<file path="src/rtl/if_stage.sv">
// if_stage: instruction fetch stage.
// Fetches through a request/grant/rvalid instruction memory port. Up to two
// fetches are kept in flight, and the 2-entry instruction FIFO is never
// overrun. A redirect flushes the FIFO, and any responses still outstanding
// are dropped.
// Optional build macro IF_MISALIGN_TRAP_EN: a misaligned redirect target
// raises misalign and halts fetch until an aligned redirect arrives.
// Without the macro, npc[1:0] is ignored and misalign stays 0.
module if_stage #(
  parameter logic [31:0] RESET_PC = 32'h0000_3000
) (
  input  logic        clk,
  input  logic        rst,
  input  logic        redirect,
  input  logic [31:0] npc,
  output logic        imem_req,
  output logic [31:0] imem_addr,
  input  logic        imem_gnt,
  input  logic        imem_rvalid,
  input  logic [31:0] imem_rdata,
  input  logic        id_ready,
  output logic        instr_valid,
  output logic [31:0] instr,
  output logic [31:0] pc,
  output logic        misalign
);

  typedef enum logic [1:0] {RUN, DRAIN, HALT} state_t;

  state_t      state, state_nx;
  logic [31:0] fetch_pc;
  logic [1:0]  inflight;
  logic [1:0]  drop;
  logic [1:0]  fifo_count;
  logic        misalign_q;

  // in-flight address queue (issue order == response order)
  logic [31:0] aq [2];
  logic        aq_wp, aq_rp;

  // instruction FIFO: fetched word plus its address
  logic [31:0] fq_instr [2];
  logic [31:0] fq_pc    [2];
  logic        fq_wp, fq_rp;

  logic        issue, resp, discard, accept, pop;
  logic        redir_mis;
  logic [31:0] npc_eff;
  logic [1:0]  drop_on_redir;
  logic        credit_ok;

`ifdef IF_MISALIGN_TRAP_EN
  assign redir_mis = redirect & (npc[1:0] != 2'b00);
  assign npc_eff   = npc;
`else
  assign redir_mis = 1'b0;
  assign npc_eff   = npc & 32'hFFFF_FFFC;
`endif

  assign credit_ok     = ({1'b0, inflight} + {1'b0, fifo_count}) < 3'd2;
  assign issue         = imem_req & imem_gnt;
  assign resp          = imem_rvalid;
  assign discard       = resp & (drop != 2'd0);
  assign accept        = resp & (drop == 2'd0) & (state != HALT);
  assign pop           = instr_valid & id_ready & ~redirect;
  // a response landing in the redirect cycle is already dropped by the flush
  assign drop_on_redir = inflight - {1'b0, resp};

  // state register
  always_ff @(posedge clk) begin
    if (rst) state <= RUN;
    else     state <= state_nx;
  end

  // next-state: redirect has priority, DRAIN ends when the last stale response is dropped
  always_comb begin
    state_nx = state;
    if (redirect) begin
      if (redir_mis)                   state_nx = HALT;
      else if (drop_on_redir != 2'd0)  state_nx = DRAIN;
      else                             state_nx = RUN;
    end else begin
      unique case (state)
        DRAIN:   if (discard && drop == 2'd1) state_nx = RUN;
        HALT:    state_nx = HALT;
        default: state_nx = RUN;
      endcase
    end
  end

  // outputs: request gating and FIFO head presentation
  always_comb begin
    imem_req    = ~rst & (state != HALT) & ~redirect & credit_ok;
    imem_addr   = fetch_pc;
    instr_valid = (fifo_count != 2'd0);
    instr       = fq_instr[fq_rp];
    pc          = fq_pc[fq_rp];
    misalign    = misalign_q;
  end

  // datapath: fetch PC, counters, address queue and instruction FIFO
  always_ff @(posedge clk) begin
    if (rst) begin
      fetch_pc   <= RESET_PC;
      inflight   <= '0;
      drop       <= '0;
      fifo_count <= '0;
      misalign_q <= 1'b0;
      aq_wp      <= 1'b0;
      aq_rp      <= 1'b0;
      fq_wp      <= 1'b0;
      fq_rp      <= 1'b0;
      fq_instr   <= '{default: '0};
      fq_pc      <= '{default: RESET_PC};
    end else begin
      if (issue) begin
        aq[aq_wp] <= fetch_pc;
        aq_wp     <= ~aq_wp;
      end
      if (resp) aq_rp <= ~aq_rp;
      inflight <= inflight + {1'b0, issue} - {1'b0, resp};

      if (redirect) begin
        fetch_pc   <= npc_eff;
        drop       <= drop_on_redir;
        fifo_count <= '0;
        fq_wp      <= 1'b0;
        fq_rp      <= 1'b0;
        misalign_q <= redir_mis;
      end else begin
        if (issue)   fetch_pc <= fetch_pc + 32'd4;
        if (discard) drop     <= drop - 2'd1;
        if (accept) begin
          fq_instr[fq_wp] <= imem_rdata;
          fq_pc[fq_wp]    <= aq[aq_rp];
          fq_wp           <= ~fq_wp;
        end
        if (pop) fq_rp <= ~fq_rp;
        fifo_count <= fifo_count + {1'b0, accept} - {1'b0, pop};
      end
    end
  end

endmodule

</file>
<file path="config.mk">
export PLATFORM = sky130hd
export DESIGN_NAME = if_stage
export DESIGN_NICKNAME = d
export VERILOG_FILES = /design/src/rtl/if_stage.sv
export SDC_FILE = /design/constraint.sdc
export NUM_CORES = 1
export LEC_CHECK = 0
export CAP_MARGIN = 20
export CORE_MARGIN = 5
export CORE_UTILIZATION = 55
export CTS_BUF_LIST = sky130_fd_sc_hd__clkbuf_16
export DETAILED_ROUTE_END_ITERATION = 12
export MAX_ROUTING_LAYER = met4
export PLACE_DENSITY = 0.83
export SLEW_MARGIN = 30
export SYNTH_ARGS = -nofsm -noshare
export SYNTH_HDL_FRONTEND = slang
export SYNTH_SLANG_ARGS = --single-unit
</file>
<file path="constraint.sdc">
create_clock -name clk -period 7.65 [get_ports clk]
set_clock_uncertainty 0.2 [all_clocks]
set_input_delay 1.53 -clock clk [delete_from_list [all_inputs] [get_ports clk]]
set_output_delay 1.53 -clock clk [all_outputs]
set_load 0.02 [all_outputs]
</file>
==> flow_summary.json <==
{
  "wl_um": 23500,
  "setup_viol": 0,
  "num_io_pins": 169,
  "synth-xor-area-share_pct": 1.10,
  "synth_edf_count": 60,
  "hold_violations": 0,
  "row_count": 48,
  "yosys.cell_types.count": 66,
  "diodes": 0,
  "synth-simple-area-share_pct": 15.6,
  "fp.dieW_um": 142,
  "critPathLaunchType": "input pin",
  "postLayoutCellArea_mm2": 0.0119,
  "clock_latency_ns": 0.50,
  "yosys_warnings": 0,
  "numPortBuffers": 161,
  "crit_path_max_fanout": 44,
  "cp_data_required_time_ns": 5.92,
  "synth_top_family_by_area": "simple AND/OR/NAND/NOR gates",
  "slew_viol_final": 0,
  "clk_pin_slew_ns": 0.06,
  "multiInputGateArea_mm2": 0.00404,
  "ir_drop_v": 0.000165,
  "ys_seq_elements": 227,
  "cts_resized": 0,
  "core_area_mm2": 0.0172,
  "final_nets": 1147,
  "cts_setup_buffers": 0,
  "arrival_ns": 3.06,
  "overflow": 0,
  "finalCriticalPeriod_ns": 4.79,
  "grt_pass1_wl_um": 37800,
  "setup_tns_ns": 0,
  "power-per-cell-area_mw_per_mm2": 240,
  "areaGrowthSynthToFinish_pct": 25.2,
  "min_period_over_period_pct": 62.7,
  "crit_type": "in -> out",
  "h-tree-depth": 1,
  "tightest_slew_ns": 0.972,
  "placed_cell_area_mm2": 0.0112,
  "relSlewSlack_pct": 34.9,
  "grt_usage_pct": 23.8,
  "yosys.area_share.adder_pct": 1.26,
  "cts_buffers": 23,
  "clockBufferDepth": 3,
  "grt_max_degree": 106,
  "num-fill-cells": 1303,
  "worst_setup_path_end_kind": "primary output",
  "tritoncts": "done",
  "grt_antenna_before_repair": 0,
  "synthCells": 940,
  "dpl.hpwl_um": 14900,
  "route.vias.total": 7439,
  "start_util_pct": 55.5,
  "final_util_pct": 69.5,
  "synth_ff_type": "dfxtp_1",
  "synthesis.area_per_instance_um2": 10.1,
  "grt_pass1_vias": 7495,
  "ant_nets": 0,
  "dieHeight_um": 142,
  "rsz0062_at_grt": "no",
  "yosysSeqAreaShare_pct": 53.9,
  "die_area_mm2": 0.0201,
  "clockRootBuffer": "clkbuf_16",
  "gp_congestion": 0.821,
  "clkSinkCount": 227,
  "first_iter_violations": 453,
  "via_per_inst": 5.68,
  "status": "finished, final reports clean",
  "cts_hold_buffers": 0,
  "holdCritPathClass": "reg -> reg",
  "synth-compound-area-share_pct": 12.3,
  "drv_cap": 0,
  "muxShareOfSynthArea_pct": 11.7,
  "p_leak_uw": 0.00420,
  "avgRoutedWirePerCell_um": 17.9,
  "remaining_drc_errors": 0,
  "fmax_mhz": 209,
  "drive_gt1_share_pct": 12.1,
  "ff_latch_area_mm2": 0.00515,
  "async_reset_ff_share_pct": 0,
  "drtPass1Iterations": 5,
  "mappedNetlistArea_mm2": 0.00954
}
==> layout make-up <==
cell class,count,share of cell area (%)
Clock buffer,24,5.03
Clock inverter,17,1.46
Multi-Input combinational cell,639,33.8
Timing Repair Buffer,169,14.0
Sequential cell,227,43.1
Tap cell,225,2.36
Inverter,8,0.251
==> cell usage after synthesis, drive strengths merged (3+ instances only) <==
cell type  instances  share of area (%)
nand3             10               0.58
or2                3               0.20
or3                6               0.45
a211o              5               0.46
o311ai             4               0.37
nor4               8               0.91
nand2            162                6.4
edfxtp            60                 19
and3               6               0.42
nand4             16                1.1
nor3              11               0.68
xnor2              6               0.55
a21oi             83                4.4
and2               6               0.42
mux2i             35                3.7
nor2              83                3.3
mux2              68                8.0
clkbuf            43                2.0
a211oi            58                4.6
buf               26                1.6
a21o               3               0.24
dfxtp            167                 35
xor2               6               0.55
o211ai             4               0.31
a22oi              5               0.39
ha                 8                1.0
o21ai              9               0.47
inv                7               0.28
a31oi              6               0.39
==> power breakdown <==
group / internal [uW] / total (uW) / leakage [uW] / switching (uW)
clock: 699 / 1140 / 0.000405 / 445
sequential: 1290 / 1350 / 0.00192 / 54.5
combinational: 174 / 373 / 0.00188 / 199
==> state kept, by name (all words and copies together), names as in the netlist, named ones only <==
name        count
aq             60
aq_rp           1
aq_wp           1
drop            2
fifo_count      2
fq_instr       64
fq_pc          60
fq_rp           1
fq_wp           1
imem_addr      30
inflight        2
state           2
==> cells in the final DEF, fill, tap and decap left out, types with 8 or more instances in the layout <==
cell type / netlist / final
dfxtp_1: 167 / 165
nand2_1: 162 / 162
clkdlybuf4s50_1: 0 / 159
a21oi_1: 83 / 83
nor2_1: 83 / 82
mux2_2: 63 / 63
edfxtp_1: 60 / 60
a211oi_1: 57 / 57
mux2i_1: 35 / 35
clkbuf_16: 0 / 24
nand4_1: 15 / 15
inv_1: 6 / 12
nand3_1: 9 / 9
nor3_1: 9 / 9
ha_1: 8 / 8
buf_4: 5 / 8
==> logic make-up after synthesis <==
group | after synthesis
fa+ha+maj | 9
flops | 227
other cells | 1
compound gates | 185
simple gates | 325
buf+inv | 78
xor+xnor | 12
mux | 103
==> per-layer routing <==
layer | vias up | wire length [um] | track usage (%)
met3 | 61 | 1430 | 3.71
met5 | - | 0 | -
met4 | 0 | 841 | 8.18
met1 | 3508 | 9600 | 29.1
li1 | 3606 | - | -
met2 | 264 | 11600 | 40.1
==> critical path: stages <==
cell             delay (ns)
buf_2                  0.10
buf_4                  0.29
nor4_4                 0.36
and2_1                 0.17
clkdlybuf4s50_1        0.62
==> per-stage QoR <==
stage | cells | power (uW) | hold WS [ns] | setup slack (ns)
final | 1309 | 2860 | 0.251 | 2.86
after global routing | 1309 | 2970 | 0.275 | 2.78
after CTS | 1309 | 2880 | 0.254 | 2.86
after detailed placement | 1268 | 1740 | 0.246 | 2.87
after global placement | 1268 | 1730 | 0.238 | 2.85
after floorplan | 944 | 1580 | 0.230 | 3.34
==> worst paths after layout <==
kind                start            to  slack [ns]  cells after the start
max              redirect      imem_req        2.86                      5
min          fq_instr[39]  fq_instr[39]        0.25                      2
max reg2reg   inflight[0]     aq[0][24]        4.11                      7
min reg2reg  fq_instr[39]  fq_instr[39]        0.25                      2
Power figures use the tool's default switching activity.
